$ cat src/rtl/linear_layer_start_fifo_ctrl.sv
// Start-token FIFO controller: SRL-style storage (shift on write, indexed read), first-word-fall-through head.
// Define START_FIFO_AFULL_EN to add the registered if_almost_full_n output.
module linear_layer_start_fifo_ctrl #(
  parameter int DATA_WIDTH = 1,
  parameter int ADDR_WIDTH = 1,
  parameter int DEPTH      = 2
) (
  input  logic                  clk,
  input  logic                  reset,
  input  logic                  if_write_ce,
  input  logic                  if_write,
  input  logic [DATA_WIDTH-1:0] if_din,
  output logic                  if_full_n,
`ifdef START_FIFO_AFULL_EN
  output logic                  if_almost_full_n,
`endif
  input  logic                  if_read_ce,
  input  logic                  if_read,
  output logic [DATA_WIDTH-1:0] if_dout,
  output logic                  if_empty_n
);

  localparam int unsigned CW = ADDR_WIDTH + 1;
  localparam logic [ADDR_WIDTH:0]   DEPTH_C = CW'(DEPTH);
  localparam logic [ADDR_WIDTH:0]   CNT_ONE = CW'(1);
  localparam logic [ADDR_WIDTH-1:0] ADR_ONE = ADDR_WIDTH'(1);

  logic [DATA_WIDTH-1:0] mem_q [DEPTH];
  logic [ADDR_WIDTH:0]   count_q, count_d;
  logic [ADDR_WIDTH-1:0] rd_addr_q, rd_addr_d;
  logic                  full_n_q, empty_n_q;
  logic                  push, pop;

  assign push = if_write & if_write_ce & full_n_q;
  assign pop  = if_read  & if_read_ce  & empty_n_q;

  // rd_addr tracks count-1, but is held across count=0 so it stays 0 there.
  always_comb begin
    count_d   = count_q;
    rd_addr_d = rd_addr_q;
    case ({push, pop})
      2'b10: begin
        count_d = count_q + CNT_ONE;
        if (count_q != '0) rd_addr_d = rd_addr_q + ADR_ONE;
      end
      2'b01: begin
        count_d = count_q - CNT_ONE;
        if (count_q != CNT_ONE) rd_addr_d = rd_addr_q - ADR_ONE;
      end
      default: ;
    endcase
  end

  always_ff @(posedge clk) begin
    if (reset) begin
      count_q   <= '0;
      rd_addr_q <= '0;
      full_n_q  <= 1'b1;
      empty_n_q <= 1'b0;
    end else begin
      count_q   <= count_d;
      rd_addr_q <= rd_addr_d;
      full_n_q  <= (count_d != DEPTH_C);
      empty_n_q <= (count_d != '0);
    end
  end

  // Storage is not reset; a push coinciding with reset is still dropped.
  always_ff @(posedge clk) begin
    if (push && !reset) begin
      mem_q[0] <= if_din;
      for (int unsigned i = 1; i < DEPTH; i++) begin
        mem_q[i] <= mem_q[i-1];
      end
    end
  end

`ifdef START_FIFO_AFULL_EN
  // For DEPTH=1 the threshold collapses onto the full condition.
  localparam logic [ADDR_WIDTH:0] AF_THR_C = CW'((DEPTH == 1) ? 1 : DEPTH - 1);
  logic afull_n_q;

  always_ff @(posedge clk) begin
    if (reset) afull_n_q <= 1'b1;
    else       afull_n_q <= (count_d < AF_THR_C);
  end

  assign if_almost_full_n = afull_n_q;
`endif

  assign if_full_n  = full_n_q;
  assign if_empty_n = empty_n_q;
  assign if_dout    = mem_q[rd_addr_q];

endmodule

$ cat config.mk
export PLATFORM = sky130hd
export DESIGN_NAME = linear_layer_start_fifo_ctrl
export DESIGN_NICKNAME = d
export VERILOG_FILES = /design/src/rtl/linear_layer_start_fifo_ctrl.sv
export SDC_FILE = /design/constraint.sdc
export NUM_CORES = 1
export LEC_CHECK = 0
export CORE_AREA = 2 2 39 41
export DETAILED_ROUTE_END_ITERATION = 7
export DIE_AREA = 0 0 41 43
export MAX_ROUTING_LAYER = met4
export PLACE_DENSITY = 0.64
export RECOVER_POWER = 50
export SLEW_MARGIN = 0
export SYNTH_ARGS = -nofsm -noshare
export SYNTH_HDL_FRONTEND = slang
export SYNTH_SLANG_ARGS = --single-unit
$ cat constraint.sdc
create_clock -name clk -period 1.2 [get_ports clk]
set_input_delay 0.24 -clock clk [delete_from_list [all_inputs] [get_ports clk]]
set_output_delay 0.24 -clock clk [all_outputs]
set_load 0.005 [all_outputs]
==> flow_summary.yaml <==
cts:
  cts_buffers: 3
  clkLatencyLatePin_ps: 260
  clk_path_buf_depth: 2
  tritoncts: "built"
  cts.htree.levels: 1
  cts_root_buffer: "clkbuf_4"
  path_clk_slew_ps: 60
  clock_sinks: 8
logic_synthesis:
  synth_cell_types: 17
  yosys-top-cells-count: "6 x dfxtp_1, 5 x ha_1, 5 x inv_1, 5 x nor2_1"
  ys_top_cells_by_area: "dfxtp_1 31%, ha_1 16%, edfxtp_1 15%"
  syn_nets: 48
  synth_flop_cell: "dfxtp_1"
  seq_area_frac_synth_pct: 46.2
  syn_area_um2: 390
  yosys_warnings: 0
  avgSynthCellArea_um2: 10.8
  synth_edf_count: 2
  syn_inst: 36
  yosysMostFrequentCell: "dfxtp_1"
  synth-seq-cells: 8
  synth_area_leader_cell: "dfxtp_1"
  synthDominantCellAreaShare_pct: 30.8
  synth-async-reset-ratio_pct: 0
power_and_ir_drop:
  power_density_nw_per_um2: 1090
  seqPwrFrac_pct: 44.0
  pwr-share-clk_pct: 29.8
  finalPower_uw: 737
  p_int_uw: 547
  combPwrFrac_pct: 26.3
  p_sw_share_pct: 25.7
  p_sw_uw: 190
  ir_drop_mv: 0.496
  p_leak_nw: 0.295
global_route:
  track_usage_pct: 11.6
  grt_max_degree: 6
  first_global_vias: 305
  grt_first_pass_wirelength_um: 1230
  grt_overflow: 0
  antenna_found_initial: 0
setup_path:
  r2r_cells: 6
  rrSetupSlack_ps: -70
  critPathLaunchType: "flip-flop"
  crit_end: "if_empty_n"
  cp-end-kind: "flip-flop"
  cp_top_family: "flip-flops"
  r2r_start: "if_full_n"
  crit_path_top_delay_cell: "dfxtp_2"
  critical_path_class: "reg -> reg"
  crit_start: "if_full_n"
  max_stage_delay_ps: 340
  cp_max_fo: 5
  crit_path_cell_trace: "nand3_4, inv_4, ha_4, nor2b_4, a211oi_2, o21bai_1"
  cp_num_buf_inv: 1
  worstPathRequired_ps: 1370
  reg2reg_to: "if_empty_n"
  crit_arrival_ps: 1450
  crit_cells: 6
placed_design:
  place_ws_ps: -518
  gp_congestion: 0.631
  placed_cell_area_um2: 591
  dp.cells: 67
  place_hpwl_um: 569
  portBuffers: 9
die:
  initial_utilization_pct: 28.2
  die_w_um: 41
  pin_count: 10
  die_area_um2: 1760
  row_count: 14
  chipHeight_um: 43
  core-area_um2: 1380
cells_and_area:
  final_nets: 73
  layoutNonFillerInstCount: 76
  synthToLayoutAreaGrowth_pct: 73.4
  drive_gt1_share_pct: 56.7
  fin_area_um2: 677
  antenna_cells: 0
  final_core_util_pct: 48.9
drt:
  firstDrtPassIters: 4
  drtIter0Drc: 3
  drc: 0
  wirelength_um: 738
  via_per_inst: 4.26
  postRouteAntennaNets: 0
  wl_per_cell_um: 9.71
  vias: 324
sta:
  rsz0062_at_grt: "yes"
  fmaxAchievable_mhz: 785
  hold_violations: 0
  finalSetupTns_ps: -335
  final.period_utilization_pct: 106
  fin_hold_ws_ps: 502
  finClkSkew_ps: 12.6
  period_needed_ps: 1270
  worstMarginPinSlew_ps: 253
  drv_slew: 0
  slew_headroom_pct: 83.1
  fin_ws_ps: -74.5
  setup_viol: 8
worst_hold_path:
  hp-class: "reg -> reg"
status:
  outcome: "finished, violations left"
  violations: "negative setup slack"
job:
  drv_cap: 0
-- cells by family after synthesis --
logic type / after synthesis / synth area share (%)
and+or+nand+nor: 11 / 15.1
DFF: 8 / 46.2
buffers and inverters: 5 / 4.81
adders and majority gates: 5 / 16.0
AOI/OAI and AO/OA: 4 / 10.3
muxes: 2 / 5.45
xor gates and xnor gates: 1 / 2.24
-- worst min path at each step --
stage                          from          to  cells past startpoint
final                     rd_addr_q   flip-flop                      2
after global routing      rd_addr_q   rd_addr_q                      2
after CTS                 rd_addr_q   flip-flop                      2
after detailed placement  rd_addr_q   flip-flop                      2
after global placement    rd_addr_q   rd_addr_q                      2
after floorplan               reset  count_q[0]                      1
-- final cells by class --
class | instances | area, µm²
tap | 16 | 20.0
fill | 135 | 707
sequential | 8 | 185
inverter | 5 | 23.8
multi-input combinational | 23 | 265
clock buffer | 4 | 26.3
timing repair buffer | 20 | 156
-- layer usage --
layer	part of all wire [%]	vias to the layer above	GRT usage (%)
li1	-	167	-
met1	47	154	13.5
met2	52	3	14.7
met3	0.95	0	3.14
met4	0	0	12.0
met5	0	-	-
-- cells in the final DEF (no fill, tap or decap), drive strengths merged --
cell,instances
buf,10
clkbuf,7
dfxtp,6
dlygate4sd2,5
nor2,5
ha,5
inv,5
nand3,2
edfxtp,2
mux2,1
or2,1
and2,1
a21oi,1
a221oi,1
xnor2,1
mux2i,1
nor2b,1
a211oi,1
nand2,1
o21bai,1
dlygate4sd3,1
clkdlybuf4s50,1
-- worst reg2reg max path, cell delays in order, from the launching register on --
cell	delay [ps]
dfxtp_2	340
nand3_4	110
inv_4	80
ha_4	210
nor2b_4	120
a211oi_2	200
o21bai_1	140
-- power by group through the flow --
stage,logic [mW],registers (mW),clock network [mW]
floorplan,0.101,0.326,0
global placement,0.181,0.326,0
detailed placement,0.185,0.326,0
CTS,0.190,0.324,0.226
global route,0.214,0.326,0.246
finish,0.194,0.324,0.219
-- timing repair --
item	in CTS	in global routing
buffers inserted	3	2
endpoints found under the setup margin	11	10
hold buffers	0	0
pin swaps	7	4
gates resized for setup	14	6
Note: power is estimated with default switching activity, not from simulation.
